==> src/rtl/cpu_pkg.sv <==
// Shared CPU definitions: instruction layout, class/hold constants, fetch states.
package cpu_pkg;

  localparam int unsigned INSTR_WIDTH = 20;
  localparam int unsigned ADDR_BITS   = 5;
  localparam int unsigned MEM_DEPTH   = 2 ** ADDR_BITS;
  localparam int unsigned HOLD_W      = 3;

  // Class field position inside an instruction word
  localparam int unsigned CLS_HI = 19;
  localparam int unsigned CLS_LO = 18;

  localparam logic [1:0] CLS_NOP   = 2'b00;
  localparam logic [1:0] CLS_STD   = 2'b01;
  localparam logic [1:0] CLS_LOAD  = 2'b10;
  localparam logic [1:0] CLS_STORE = 2'b11;

  localparam logic [HOLD_W-1:0] HOLD_STD   = 3'd3;
  localparam logic [HOLD_W-1:0] HOLD_LOAD  = 3'd4;
  localparam logic [HOLD_W-1:0] HOLD_STORE = 3'd3;

  // Full instruction layout as seen by the control unit
  typedef struct packed {
    logic [1:0] cls;
    logic [1:0] x1;
    logic [1:0] x2;
    logic [1:0] x3;
    logic [7:0] offset;
    logic [3:0] opcode;
  } instr_t;

  typedef enum logic [1:0] {
    ST_IDLE  = 2'd0,
    ST_FETCH = 2'd1,
    ST_ISSUE = 2'd2,
    ST_HALT  = 2'd3
  } fetch_state_e;

  // Number of cycles the CU needs to retire an instruction of a given class
  function automatic logic [HOLD_W-1:0] hold_cycles(input logic [1:0] cls);
    logic [HOLD_W-1:0] h;
    case (cls)
      CLS_STD:   h = HOLD_STD;
      CLS_LOAD:  h = HOLD_LOAD;
      CLS_STORE: h = HOLD_STORE;
      default:   h = '0;
    endcase
    return h;
  endfunction

endpackage

==> src/rtl/instr_fetch_if.sv <==
// Fetch-stage bus: program load port, run control in, instruction stream out.
interface instr_fetch_if;
  import cpu_pkg::*;

  logic                   prog_we;
  logic [ADDR_BITS-1:0]   prog_addr;
  logic [INSTR_WIDTH-1:0] prog_data;
  logic                   start;
  logic [ADDR_BITS-1:0]   end_addr;
  logic                   stall;
  logic [INSTR_WIDTH-1:0] instr;
  logic [ADDR_BITS-1:0]   pc;
  logic                   busy;
  logic                   halted;

  modport master (
    output prog_we, prog_addr, prog_data, start, end_addr, stall,
    input  instr, pc, busy, halted
  );

  modport slave (
    input  prog_we, prog_addr, prog_data, start, end_addr, stall,
    output instr, pc, busy, halted
  );

endinterface

==> src/rtl/instr_rom.sv <==
// Program memory: synchronous write, registered read with read enable.
// A read issued in the same cycle as a write to the same address returns the new word.
module instr_rom
  import cpu_pkg::*;
(
  input  logic                   clk,
  input  logic                   rst,
  input  logic                   we,
  input  logic [ADDR_BITS-1:0]   waddr,
  input  logic [INSTR_WIDTH-1:0] wdata,
  input  logic                   re,
  input  logic [ADDR_BITS-1:0]   raddr,
  output logic [INSTR_WIDTH-1:0] rdata
);

  logic [INSTR_WIDTH-1:0] mem_q [MEM_DEPTH];
  logic [INSTR_WIDTH-1:0] rdata_q, rdata_d;

  // Storage array; contents survive reset
  always_ff @(posedge clk) begin
    if (we) begin
      mem_q[waddr] <= wdata;
    end
  end

  // Read data select with write-first forwarding
  always_comb begin
    rdata_d = rdata_q;
    if (re) begin
      rdata_d = (we && (waddr == raddr)) ? wdata : mem_q[raddr];
    end
  end

  // Read data register
  always_ff @(posedge clk or posedge rst) begin
    if (rst) begin
      rdata_q <= '0;
    end else begin
      rdata_q <= rdata_d;
    end
  end

  assign rdata = rdata_q;

endmodule

==> src/rtl/instr_fetch.sv <==
// Fetch stage: sequences the PC over program memory and holds each instruction
// on instr for as many cycles as the CU needs to retire it.
// Build option FETCH_WRAP_EN: end of program loops back to pc=0 instead of halting.
module instr_fetch
  import cpu_pkg::*;
(
  input  logic         clk,
  input  logic         rst,
  instr_fetch_if.slave bus
);

  fetch_state_e           state_q, state_d;
  logic [ADDR_BITS-1:0]   pc_q, pc_d;
  logic [ADDR_BITS-1:0]   end_q, end_d;
  logic [HOLD_W-1:0]      cnt_q, cnt_d;
  logic                   first_q, first_d;
  logic [INSTR_WIDTH-1:0] instr_q, instr_d;
  logic                   busy_q, busy_d;
  logic                   halted_q, halted_d;

  logic                   rom_we_c;
  logic                   rom_re_c;
  logic [INSTR_WIDTH-1:0] rom_data;
  logic [1:0]             rom_cls_c;

  assign rom_we_c  = (state_q == ST_IDLE) && bus.prog_we;
  assign rom_cls_c = rom_data[CLS_HI:CLS_LO];

  instr_rom u_rom (
    .clk   (clk),
    .rst   (rst),
    .we    (rom_we_c),
    .waddr (bus.prog_addr),
    .wdata (bus.prog_data),
    .re    (rom_re_c),
    .raddr (pc_d),
    .rdata (rom_data)
  );

  // Next-state, PC, hold counter and output computation
  always_comb begin
    state_d  = state_q;
    pc_d     = pc_q;
    end_d    = end_q;
    cnt_d    = cnt_q;
    first_d  = first_q;
    instr_d  = instr_q;
    rom_re_c = 1'b0;

    case (state_q)
      ST_IDLE: begin
        if (bus.start) begin
          state_d = ST_FETCH;
          pc_d    = '0;
          end_d   = bus.end_addr;
          first_d = 1'b1;
          instr_d = '0;
        end
      end

      ST_FETCH: begin
        if (!bus.stall) begin
          if (rom_cls_c == CLS_NOP) begin
            state_d = ST_HALT;
            instr_d = '0;
          end else begin
            state_d = ST_ISSUE;
            instr_d = rom_data;
            // Counter holds remaining cycles after this one; first word covers CU reset exit
            cnt_d   = hold_cycles(rom_cls_c) - HOLD_W'(1) + HOLD_W'(first_q);
            first_d = 1'b0;
          end
        end
      end

      ST_ISSUE: begin
        if (!bus.stall) begin
          if (cnt_q == '0) begin
            instr_d = '0;
            if (pc_q == end_q) begin
`ifdef FETCH_WRAP_EN
              state_d = ST_FETCH;
              pc_d    = '0;
`else
              state_d = ST_HALT;
`endif
            end else begin
              state_d = ST_FETCH;
              pc_d    = pc_q + ADDR_BITS'(1);
            end
          end else begin
            cnt_d = cnt_q - HOLD_W'(1);
          end
        end
      end

      ST_HALT: begin
        if (!bus.start && bus.prog_we) begin
          state_d = ST_IDLE;
        end
      end

      default: begin
        state_d = ST_IDLE;
      end
    endcase

    // Launch a memory read on every entry into FETCH
    rom_re_c = (state_d == ST_FETCH) && (state_q != ST_FETCH);
    busy_d   = (state_d == ST_FETCH) || (state_d == ST_ISSUE);
    halted_d = (state_d == ST_HALT);
  end

  // State and output registers
  always_ff @(posedge clk or posedge rst) begin
    if (rst) begin
      state_q  <= ST_IDLE;
      pc_q     <= '0;
      end_q    <= '0;
      cnt_q    <= '0;
      first_q  <= 1'b0;
      instr_q  <= '0;
      busy_q   <= 1'b0;
      halted_q <= 1'b0;
    end else begin
      state_q  <= state_d;
      pc_q     <= pc_d;
      end_q    <= end_d;
      cnt_q    <= cnt_d;
      first_q  <= first_d;
      instr_q  <= instr_d;
      busy_q   <= busy_d;
      halted_q <= halted_d;
    end
  end

  assign bus.instr  = instr_q;
  assign bus.pc     = pc_q;
  assign bus.busy   = busy_q;
  assign bus.halted = halted_q;

endmodule
==> src/flat_wrapper.sv <==
// flat-port wrapper written by rule: the top's interface ports become plain ports
module instr_fetch_flat import cpu_pkg::*;
  (clk, rst, bus_prog_we, bus_prog_addr, bus_prog_data, bus_start, bus_end_addr, bus_stall, bus_instr, bus_pc, bus_busy, bus_halted);
  instr_fetch_if bus_i ();
  input  logic clk;
  input  logic rst;
  input wire logic [$bits(bus_i.prog_we)-1:0] bus_prog_we;
  input wire logic [$bits(bus_i.prog_addr)-1:0] bus_prog_addr;
  input wire logic [$bits(bus_i.prog_data)-1:0] bus_prog_data;
  input wire logic [$bits(bus_i.start)-1:0] bus_start;
  input wire logic [$bits(bus_i.end_addr)-1:0] bus_end_addr;
  input wire logic [$bits(bus_i.stall)-1:0] bus_stall;
  output wire logic [$bits(bus_i.instr)-1:0] bus_instr;
  output wire logic [$bits(bus_i.pc)-1:0] bus_pc;
  output wire logic [$bits(bus_i.busy)-1:0] bus_busy;
  output wire logic [$bits(bus_i.halted)-1:0] bus_halted;
  assign bus_i.prog_we = bus_prog_we;
  assign bus_i.prog_addr = bus_prog_addr;
  assign bus_i.prog_data = bus_prog_data;
  assign bus_i.start = bus_start;
  assign bus_i.end_addr = bus_end_addr;
  assign bus_i.stall = bus_stall;
  assign bus_instr = bus_i.instr;
  assign bus_pc = bus_i.pc;
  assign bus_busy = bus_i.busy;
  assign bus_halted = bus_i.halted;
  instr_fetch u_core (.clk(clk), .rst(rst), .bus(bus_i));
endmodule
==> config.mk <==
export PLATFORM = sky130hd
export DESIGN_NAME = instr_fetch_flat
export DESIGN_NICKNAME = d
export VERILOG_FILES = /design/src/rtl/cpu_pkg.sv /design/src/rtl/instr_fetch_if.sv /design/src/rtl/instr_rom.sv /design/src/rtl/instr_fetch.sv /design/src/flat_wrapper.sv
export SDC_FILE = /design/constraint.sdc
export NUM_CORES = 1
export LEC_CHECK = 0
export ABC_AREA = 1
export CAP_MARGIN = 30
export CELL_PAD_IN_SITES_DETAIL_PLACEMENT = 0
export CELL_PAD_IN_SITES_GLOBAL_PLACEMENT = 1
export CORE_UTILIZATION = 50
export DETAILED_ROUTE_END_ITERATION = 10
export PLACE_DENSITY = 0.85
export SLEW_MARGIN = 20
export SYNTH_ARGS = -nofsm -noshare
export SYNTH_HDL_FRONTEND = slang
export SYNTH_SLANG_ARGS = --single-unit
==> constraint.sdc <==
create_clock -name clk -period 2.6 [get_ports clk]
set_input_delay 0.26 -clock clk [delete_from_list [all_inputs] [get_ports clk]]
set_output_delay 0.26 -clock clk [all_outputs]
set_load 0.01 [all_outputs]
==> results of run 1 <==
==> metal layers <==
layer  vias up  part of all wire [%]  global-route usage (%)
met2      1320                    48                    46.3
li1      10536                     -                       -
met5         -                 0.014                       0
met1     11292                    39                    38.7
met3       202                   9.7                    3.81
met4         2                   3.0                    9.53
==> kinds of logic after synthesis <==
| kind of cell | synth area share [%] |
|---|---|
| XOR/XNOR | 0.0845 |
| flip-flops | 66.5 |
| adder cells (fa/ha/maj) | 0.282 |
| multiplexers | 0.0362 |
| AO/OA/AOI/OAI | 1.03 |
| buffers and inverters | 10.4 |
| AND/OR/NAND/NOR | 21.7 |
==> layout by cell type, fill, tap and decap left out, types with 35 or more instances in the layout <==
master and instances:
buf_12 73, buf_4 128, clkbuf_16 89, clkdlybuf4s50_1 61, dfrtp_1 57, edfxtp_1 640
inv_1 640, nand2_1 674, nand3_1 603, nand3_2 113, nor2_1 53, nor2_2 35
==> per-stage QoR <==
| step | worst slack [ns] | area, um2 | setup TNS (ns) | hold slack [ns] |
|---|---|---|---|---|
| 2_1_floorplan | 0.263 | 31100 | 0 | 0.359 |
| 3_3_place_gp | -0.194 | 34400 | -2.51 | 0.510 |
| 3_5_place_dp | -0.251 | 34400 | -2.84 | 0.519 |
| 4_1_cts | -0.101 | 37400 | -1.18 | 0.0627 |
| 5_1_grt | -0.217 | 38600 | -3.72 | 0.0968 |
| 6_report | -0.121 | 38600 | -1.24 | 0.0594 |
==> final cells by class <==
class | count | area share, %
Sequential cell | 698 | 53.5
Multi-Input combinational cell | 1600 | 21.2
Timing Repair Buffer | 304 | 10.4
Inverter | 655 | 6.43
Clock buffer | 94 | 5.04
Tap cell | 837 | 2.71
Clock inverter | 34 | 0.626
==> final timing paths <==
kind / cells after the start / startpoint / slack [ns] / to
worst max-delay path: 21 / u_core.cnt_q[1] / -0.12 / u_core.u_rom.rdata[2]
worst min-delay path: 3 / rst / 0.06 / u_core.bus.instr[10]
worst max register to register: 21 / u_core.cnt_q[1] / -0.12 / u_core.u_rom.rdata[2]
worst min register to register: 2 / u_core.bus.instr[12] / 0.53 / u_core.bus.instr[12]
max in group asynchronous: 3 / rst / 2.23 / u_core.u_rom.rdata[18]
min in group clk: 3 / bus_end_addr[3] / 0.28 / u_core.end_q[3]
==> power by group <==
part	total (W)	internal [W]	switching (W)
Clock	0.00975	0.00549	0.00427
Sequential	0.0133	0.0128	0.000491
Combinational	0.0131	0.00522	0.00789
==> sequential cells by signal (all words and copies together) (netlist names) <==
signal and cells:
u_core.bus.busy 1, u_core.end_q 5, u_core.bus.halted 1, u_core.u_rom.mem_q 640, u_core.state_q 2, u_core.first_q 1
u_core.u_rom.rdata 20, u_core.bus.instr 20, u_core.bus.pc 5, u_core.cnt_q 3
==> tightest hold or removal path, delay by kind of cell <==
kind                   cells  cell delay [ns]
buffers and inverters      3             0.82
==> what timing repair did <==
action,4_1_cts,5_1_grt
gates cloned,10,17
pin swaps,19,72
endpoints found under the setup margin,20,20
buffers inserted,13,14
gates resized for setup,77,156
==> impl_metrics.json, run 1 <==
{
  "synth_edf_count": 640,
  "post_drt_via_cell_ratio": 5.53,
  "crit_type": "register to register",
  "grt_max_degree": 62,
  "cellPowerDensity_mw_per_mm2": 936,
  "crit_required_ns": 3.11,
  "ant_nets": 0,
  "final.min_clock_period_ns": 2.72,
  "dieArea_mm2": 0.0632,
  "cts_buffers": 71,
  "crit_path_cell_trace": "inv_2 -> ha_4 -> inv_2 -> nor2_4 -> inv_2 -> nor2_4 -> nand2_4 -> nand2_4 -> nand3_4 -> nand2_8 -> buf_12 -> buf_16 -> nand2_1 -> nand3_1 -> nand3_1 -> nand3_2 -> nand3_2 -> nand2_1 -> nand2_1 -> nand2_1 -> nand2_1",
  "layout_setup_ws_ns": -0.121,
  "fmax_mhz": 368,
  "nNetsFinal": 3372,
  "worst_pin_slew_ns": 0.816,
  "io_buffers": 61,
  "rows": 91,
  "synth.area.top_cells": "edfxtp_1 62%, nand3_1 12%, nand2_1 8.5%, inv_1 7.8%, dfrtp_1 4.7%",
  "fp.dieH_um": 251,
  "violations": "negative setup slack",
  "ys_ff_latch": 698,
  "syn_avg_cell_area_um2": 9.99,
  "ctsLongestPathBuffers": 3,
  "wl_um": 92100,
  "cts_hold_buf": 0,
  "synthCells": 3110,
  "vias": 23352,
  "die_x_um": 251,
  "setup_viol": 18,
  "layout-drive-gt1-share_pct": 16.8,
  "synthTopCellsByCount": "721 x nand3_1, 700 x nand2_1, 648 x inv_1",
  "multiInputGateArea_mm2": 0.00820,
  "place_hpwl_um": 52900,
  "yosysUniqueCellTypes": 34,
  "post_drt_wl_per_cell_um": 21.8,
  "hold_violations": 0,
  "drv_slew": 0,
  "grt_pass1_vias": 21962,
  "synth-seq-area-share_pct": 66.5,
  "synth_top_cell_by_area": "edfxtp_1",
  "core_mm2": 0.0616,
  "slowest_stage": "dfrtp_1",
  "grt_pass1_wl_um": 133000,
  "critPathMaxStageDelay_ns": 0.37,
  "status": "complete, but fails checks",
  "synth_most_common_cell": "nand3_1",
  "regArea_mm2": 0.0207,
  "clock_latency_ns": 0.63,
  "syn_nets": 3152,
  "rsz0062_at_grt": "yes",
  "clock_skew_ns": 0.0277,
  "cp-end-kind": "register",
  "period_share_pct": 105,
  "drc": 0,
  "root_buffer": "clkbuf_16",
  "crit_family": "simple AND/OR/NAND/NOR gates",
  "cts_sinks": 698,
  "drt-initial-drc-count": 2727,
  "maxCapViolCount": 0,
  "start_util_pct": 50.5,
  "clk_pin_slew_ns": 0.06,
  "async_flop_share_pct": 8.31,
  "grt_util_all_layers_pct": 28.2,
  "final_core_utilization_pct": 62.7,
  "yosysWarnings": 0,
  "cts_tree": "built",
  "syn_to_final_growth_pct": 24.2,
  "syn-cell-area_mm2": 0.0311,
  "n_fill_cell": 4601,
  "startpoint_type": "register",
  "place_inst": 4043,
  "crit_top_cell": "nand2_1",
  "total_power_w": 0.0361,
  "ys.flop_type": "edfxtp_1",
  "arrival_ns": 3.23,
  "total_leakage_power_nw": 16.6,
  "antenna_found_initial": 1,
  "max-slew-margin-rel_pct": 45.4,
  "ios": 62,
  "synth_top_area_share_pct": 61.8,
  "n_antenna_cell": 0,
  "critPathMaxFanout": 17,
  "fin_cells": 4222,
  "path_buf_inv": 5,
  "gp_congestion": 0.894,
  "firstDrtPassIters": 6,
  "vdd_ir_drop_max_mv": 0.513,
  "gr-total-overflow": 0,
  "cts_htree_levels": 3,
  "min_path_type": "primary input to async pin"
}
No activity file was read; power rests on OpenSTA's default activity.
==> run 2: changes to the inputs <==
--- a/config.mk
+++ b/config.mk
@@ -12,7 +12,7 @@
 export CORE_UTILIZATION = 50
 export DETAILED_ROUTE_END_ITERATION = 10
 export PLACE_DENSITY = 0.85
-export SLEW_MARGIN = 20
+export SLEW_MARGIN = 0
 export SYNTH_ARGS = -nofsm -noshare
 export SYNTH_HDL_FRONTEND = slang
 export SYNTH_SLANG_ARGS = --single-unit
==> results of run 2 <==
Same layout as run 1: the final DEF is identical, and so are final timing and power.
